===== src/rtl/seq_scan_ctrl_if.sv =====
// rtl/seq_scan_ctrl_if.sv - config, control, serial stream and status bundle for seq_scan_ctrl
interface seq_scan_ctrl_if #(
    parameter int PAT_W = 4,
    parameter int CNT_W = 8,
    parameter int WIN_W = 16
) ();
    logic             cfg_we;
    logic [PAT_W-1:0] cfg_pattern;
    logic [WIN_W-1:0] cfg_len;
    logic             start;
    logic             stop;
    logic             bit_in;
    logic             bit_vld;
    logic             busy;
    logic             done;
    logic             match_pulse;
    logic [CNT_W-1:0] match_count;
    logic             overflow;

    modport master (
        output cfg_we, cfg_pattern, cfg_len, start, stop, bit_in, bit_vld,
        input  busy, done, match_pulse, match_count, overflow
    );

    modport slave (
        input  cfg_we, cfg_pattern, cfg_len, start, stop, bit_in, bit_vld,
        output busy, done, match_pulse, match_count, overflow
    );
endinterface


===== src/rtl/seq_scan_ctrl.sv =====
// rtl/seq_scan_ctrl.sv - windowed serial pattern scan controller with match counting
// Optional SEQ_NONOVERLAP_EN: restart pattern fill after every match (non-overlapping detection).
module seq_scan_ctrl #(
    parameter int               PAT_W   = 4,
    parameter int               CNT_W   = 8,
    parameter int               WIN_W   = 16,
    parameter logic [PAT_W-1:0] PAT_RST = 4'b1011
) (
    input logic           clk,
    input logic           rst,
    seq_scan_ctrl_if.slave bus
);
    localparam int               FILL_W    = $clog2(PAT_W + 1);
    localparam logic [FILL_W-1:0] FILL_FULL = FILL_W'(PAT_W);
    localparam logic [CNT_W-1:0]  CNT_MAX   = '1;

    typedef enum logic [1:0] {
        S_IDLE = 2'd0,
        S_RUN  = 2'd1,
        S_DONE = 2'd2
    } state_t;

    state_t              r_state, w_state_n;
    logic [PAT_W-1:0]    r_pattern, w_pattern_n;
    logic [WIN_W-1:0]    r_len, w_len_n;
    logic [PAT_W-1:0]    r_hist, w_hist_n;
    logic [FILL_W-1:0]   r_fill, w_fill_n;
    logic [WIN_W-1:0]    r_samp, w_samp_n;
    logic [CNT_W-1:0]    r_count, w_count_n;
    logic                r_ovf, w_ovf_n;
    logic                r_pulse, w_pulse_n;
    logic                r_busy, r_done;
    logic [WIN_W-1:0]    w_eff_len;

    always_ff @(posedge clk or posedge rst) begin
        if (rst) begin
            r_state   <= S_IDLE;
            r_pattern <= PAT_RST;
            r_len     <= '0;
            r_hist    <= '0;
            r_fill    <= '0;
            r_samp    <= '0;
            r_count   <= '0;
            r_ovf     <= 1'b0;
            r_pulse   <= 1'b0;
            r_busy    <= 1'b0;
            r_done    <= 1'b0;
        end else begin
            r_state   <= w_state_n;
            r_pattern <= w_pattern_n;
            r_len     <= w_len_n;
            r_hist    <= w_hist_n;
            r_fill    <= w_fill_n;
            r_samp    <= w_samp_n;
            r_count   <= w_count_n;
            r_ovf     <= w_ovf_n;
            r_pulse   <= w_pulse_n;
            r_busy    <= (w_state_n == S_RUN);
            r_done    <= (w_state_n == S_DONE);
        end
    end

    always_comb begin
        w_state_n   = r_state;
        w_pattern_n = r_pattern;
        w_len_n     = r_len;
        w_hist_n    = r_hist;
        w_fill_n    = r_fill;
        w_samp_n    = r_samp;
        w_count_n   = r_count;
        w_ovf_n     = r_ovf;
        w_pulse_n   = 1'b0;
        w_eff_len   = bus.cfg_we ? bus.cfg_len : r_len;

        case (r_state)
            S_IDLE: begin
                if (bus.cfg_we) begin
                    w_pattern_n = bus.cfg_pattern;
                    w_len_n     = bus.cfg_len;
                end
                if (bus.start) begin
                    w_count_n = '0;
                    w_ovf_n   = 1'b0;
                    w_hist_n  = '0;
                    w_fill_n  = '0;
                    w_samp_n  = '0;
                    w_state_n = (w_eff_len == '0) ? S_DONE : S_RUN;
                end
            end
            S_RUN: begin
                // stop wins over a valid sample in the same cycle; that sample is dropped
                if (bus.stop) begin
                    w_state_n = S_DONE;
                end else if (bus.bit_vld) begin
                    w_hist_n = {r_hist[PAT_W-2:0], bus.bit_in};
                    w_fill_n = (r_fill == FILL_FULL) ? r_fill : r_fill + 1'b1;
                    w_samp_n = r_samp + 1'b1;
                    if ((w_fill_n == FILL_FULL) && (w_hist_n == r_pattern)) begin
                        w_pulse_n = 1'b1;
                        if (r_count == CNT_MAX) begin
                            w_ovf_n = 1'b1;
                        end else begin
                            w_count_n = r_count + 1'b1;
                        end
`ifdef SEQ_NONOVERLAP_EN
                        w_fill_n = '0;
`endif
                    end
                    if (w_samp_n == r_len) begin
                        w_state_n = S_DONE;
                    end
                end
            end
            S_DONE: begin
                w_state_n = S_IDLE;
            end
            default: begin
                w_state_n = S_IDLE;
            end
        endcase
    end

    assign bus.busy        = r_busy;
    assign bus.done        = r_done;
    assign bus.match_pulse = r_pulse;
    assign bus.match_count = r_count;
    assign bus.overflow    = r_ovf;
endmodule


===== src/flat_wrapper.sv =====
// flat-port wrapper written by rule: the top's interface ports become plain ports
module seq_scan_ctrl_flat 
#(
    parameter int               PAT_W   = 4,
    parameter int               CNT_W   = 8,
    parameter int               WIN_W   = 16,
    parameter logic [PAT_W-1:0] PAT_RST = 4'b1011
)
  (clk, rst, bus_cfg_we, bus_cfg_pattern, bus_cfg_len, bus_start, bus_stop, bus_bit_in, bus_bit_vld, bus_busy, bus_done, bus_match_pulse, bus_match_count, bus_overflow);
  seq_scan_ctrl_if #(.PAT_W(PAT_W), .CNT_W(CNT_W), .WIN_W(WIN_W)) bus_i ();
  input logic clk;
  input logic rst;
  input wire logic [$bits(bus_i.cfg_we)-1:0] bus_cfg_we;
  input wire logic [$bits(bus_i.cfg_pattern)-1:0] bus_cfg_pattern;
  input wire logic [$bits(bus_i.cfg_len)-1:0] bus_cfg_len;
  input wire logic [$bits(bus_i.start)-1:0] bus_start;
  input wire logic [$bits(bus_i.stop)-1:0] bus_stop;
  input wire logic [$bits(bus_i.bit_in)-1:0] bus_bit_in;
  input wire logic [$bits(bus_i.bit_vld)-1:0] bus_bit_vld;
  output wire logic [$bits(bus_i.busy)-1:0] bus_busy;
  output wire logic [$bits(bus_i.done)-1:0] bus_done;
  output wire logic [$bits(bus_i.match_pulse)-1:0] bus_match_pulse;
  output wire logic [$bits(bus_i.match_count)-1:0] bus_match_count;
  output wire logic [$bits(bus_i.overflow)-1:0] bus_overflow;
  assign bus_i.cfg_we = bus_cfg_we;
  assign bus_i.cfg_pattern = bus_cfg_pattern;
  assign bus_i.cfg_len = bus_cfg_len;
  assign bus_i.start = bus_start;
  assign bus_i.stop = bus_stop;
  assign bus_i.bit_in = bus_bit_in;
  assign bus_i.bit_vld = bus_bit_vld;
  assign bus_busy = bus_i.busy;
  assign bus_done = bus_i.done;
  assign bus_match_pulse = bus_i.match_pulse;
  assign bus_match_count = bus_i.match_count;
  assign bus_overflow = bus_i.overflow;
  seq_scan_ctrl #(.PAT_W(PAT_W), .CNT_W(CNT_W), .WIN_W(WIN_W), .PAT_RST(PAT_RST)) u_core (.clk(clk), .rst(rst), .bus(bus_i));
endmodule

===== config.mk =====
export PLATFORM = sky130hd
export DESIGN_NAME = seq_scan_ctrl_flat
export DESIGN_NICKNAME = d
export VERILOG_FILES = /design/src/rtl/seq_scan_ctrl_if.sv /design/src/rtl/seq_scan_ctrl.sv /design/src/flat_wrapper.sv
export SDC_FILE = /design/constraint.sdc
export NUM_CORES = 1
export LEC_CHECK = 0
export BUFFER_PORTS_ARGS = -buffer_cell sky130_fd_sc_hd__buf_2
export CORE_UTILIZATION = 41
export DETAILED_ROUTE_END_ITERATION = 7
export SETUP_SLACK_MARGIN = 0.5
export SYNTH_ARGS = -nofsm -noshare
export SYNTH_HDL_FRONTEND = slang
export SYNTH_SLANG_ARGS = --single-unit

===== constraint.sdc =====
create_clock -name clk -period 6.8 [get_ports clk]
set_clock_uncertainty 0.05 [all_clocks]
set_input_delay 0.34 -clock clk [delete_from_list [all_inputs] [get_ports clk]]
set_output_delay 0.34 -clock clk [all_outputs]
set_load 0.03 [all_outputs]

==> results.md <==
- Dominant register cell in the synthesized netlist: dfrtp_1
- Max_cap viols: 0
- CP Max Fanout: 16
- Syn. warnings: 0
- Final Hold Vio Count: 0
- Initial core utilization: 0.427
- Bufs on Longest Clock Path: 2
- Final wirelength: ~6.4 mm
- P_int: about 0.62 mW
- CP peak stage delay: around 0.9 ns
- Num Clock Sinks: 56
- Top Ports: 39
- R2r setup slk: ~3.8 ns
- Endpoints failing setup: 0
- Reg-to-reg critical path startpoint: u_core.r_state[0]
- Area of the multi-input gates: between 1500 and 2000 um^2
- Largest net degree at the start of global routing: 57
- HPWL after DPL: approximately 4.6 mm
- CTS Buf Count: 5
- RSZ-0062 raised after global routing: false
- Hold bufs inserted after CTS: 0
- Pwr/cell area: 270 nW/um^2
- Sw Share: 0.336
- Critical Path AT: about 3.2 ns
- Critical Path End Type: flip-flop
- Die Y-Extent: roughly 89 um
- Vias in the first global route: 2,299
- Reg area: around 1400 um^2
- Drt pass-1 iters: 4
- Clk_lat worst skew: 0.31 ns
- Cell with the largest stage delay on the worst path: a21oi_1
- Cell Chain, Critical Path: nand2b_1 > a21oi_1 > o2111ai_1 > nor4_1 > xnor2_1 > nor2_1
- Register area share after synthesis: 0.452
- Die ar.: 7940 um^2
- Sw Pwr: around 0.32 mW
- H-tree lvl count: 2
- Post-layout min period: 3.02 ns
- Synthesized area per cell: 9.94 um^2
- Post-synth EDFFs: 0
- Clock root cell: clkbuf_8
- Final ANT Viol Nets: 0
- Post-layout util: 0.477
- Syn nets: about 340
- Global route overflow: 0
- Routability cong.: approximately 0.80
- Combinational share of power: 0.291
- Post-route DRC: 0
- Status: finished, final reports clean
- Clock slew seen by the registers of the worst setup and hold paths: roughly 0.10 ns
- Final period util: 0.444
- Core Footprint: 7290 um^2
- Critical path required time: about 7 ns
- WL per Instance: 14.3 um
- Final #Nets: 379
- Post_cts resized: 0
- Setup_tns: 0 ns
- Syn Inst Count: about 310
- Worst R2R End: u_core.bus.match_count[6]
- Diode count: 0
- Peak VDD IR: roughly 0.18 mV
- Initial DRC count: 161
- Crit Path Class: flip-flop to flip-flop
- GRT Total Usage: 0.180
- Yosys cell types: 54
- Worst Hold Class: input port to async pin
- Yosys top cell area share: 0.426
- FF-to-FF path depth: 6
- Via count: roughly 2,400
- Most frequent cells after synthesis: dfrtp_1 (53), nand2_1 (43), mux2_2 (20)
- Synthesized flop and latch total: 56
- CTS tree: built
- Most frequent cell after synthesis: dfrtp_1
- Via density: 5.32
- Least-Margin Pin Slew: approximately 1.1 ns
- Max-slew violations: 0
- Core Rows: 31
- Clock power frac: 0.199
- Initial antenna violation count: 0
- Share of post-route cells with drive strength above 1: 0.235
- Area grow syn2layout: 11.9%
- Cell Area, Synth: roughly 3100 um^2
- Fmax: around 0.33 GHz
- Rel. slew slack: 0.236
- P_leak: 1.46 nW
- Flop pwr share: 0.510
- Cell taking the most area after synthesis: dfrtp_1
- Largest cells by area after synthesis: dfrtp_1 (43%), mux2_2 (7.2%), xnor2_1 (5.3%)
- Fraction of registers with async set/reset: 1.00
- Post-CTS setup buffer count: 0
- Startpoint types: flip-flop
- Fillcell total: roughly 740
- DIE WIDTH: 89.1 um
- Port bufs: 38
- First-pass GRT wire length: 11.0 mm
[critical path: cells and delay by family, from the launching register on]
kind	cells	cell delay, ns
xor gates and xnor gates	1	0.16
DFF	1	0.43
and+or+nand+nor	3	0.67
AOI/OAI and AO/OA	2	1.56
[placed cells by master, fill, tap and decap left out, types with 11 or more instances in the layout]
cell	count
o21ai_0	19
dfrtp_1	53
nor3_1	13
buf_2	38
nand2_1	43
nor2_1	14
xor2_1	11
xnor2_1	19
mux2_2	20
[worst max-delay path by stage]
stage                                 start                         to  depth (start not counted)
after floorplan            u_core.r_samp[0]            u_core.bus.busy                          7
after global placement             bus_stop  u_core.bus.match_count[6]                          7
after detailed placement           bus_stop  u_core.bus.match_count[6]                          7
after CTS                 u_core.r_state[0]  u_core.bus.match_count[6]                          6
after global routing      u_core.r_state[0]  u_core.bus.match_count[6]                          6
final                     u_core.r_state[0]  u_core.bus.match_count[6]                          6
[cells by family (layout without fill, tap and decap cells)]
logic type      after synthesis  count (layout)  synth area share
compound gates               56              56             0.113
xor+xnor                     32              32            0.0969
fa+ha+maj                     4               4            0.0161
buf+inv                      18              54            0.0257
flops                        56              56             0.452
mux                          21              21            0.0756
simple gates                126             126             0.220
[flip-flops by register name, indices dropped and copies added, names as in the netlist]
| name | count |
|---|---|
| u_core.r_len | 16 |
| u_core.bus.overflow | 1 |
| u_core.r_samp | 16 |
| u_core.r_pattern | 4 |
| u_core.r_state | 2 |
| u_core.r_fill | 3 |
| u_core.bus.busy | 1 |
| u_core.bus.match_pulse | 1 |
| u_core.r_hist | 3 |
| u_core.bus.match_count | 8 |
| u_core.bus.done | 1 |
[metal layers]
| metal | vias to the layer above | track usage | part of all wire |
|---|---|---|---|
| met4 | 0 | 0.0519 | 0.015 |
| met2 | 43 | 0.282 | 0.45 |
| met5 | - | 0 | 0 |
| met1 | 1136 | 0.253 | 0.51 |
| met3 | 8 | 0.0351 | 0.031 |
| li1 | 1195 | - | - |
[metrics by stage]
step	power [mW]	hold slack (ns)	cells	setup slack, ns	area (um^2)
2_1_floorplan	0.690	0.407	313	4.45	3110
3_3_place_gp	0.759	0.420	440	3.90	3400
3_5_place_dp	0.765	0.429	440	3.72	3400
4_1_cts	0.951	0.194	448	3.77	3480
5_1_grt	1.01	0.193	448	3.49	3480
6_report	0.940	0.153	448	3.78	3480
[area by class of cell]
class | count | area share
Clock buffer | 7 | 0.0219
Sequential cell | 56 | 0.404
Timing Repair Buffer | 41 | 0.0611
Tap cell | 99 | 0.0356
Clock inverter | 1 | 0.00252
Inverter | 5 | 0.00539
Multi-Input combinational cell | 239 | 0.470
[power groups by stage]
stage / combinational [mW] / sequential, mW / clock, mW
final: 0.274 / 0.480 / 0.187
after global routing: 0.307 / 0.492 / 0.206
after CTS: 0.278 / 0.481 / 0.193
after detailed placement: 0.277 / 0.488 / 0
after global placement: 0.273 / 0.486 / 0
after floorplan: 0.220 / 0.470 / 0
(Power assumes the default switching activity.)
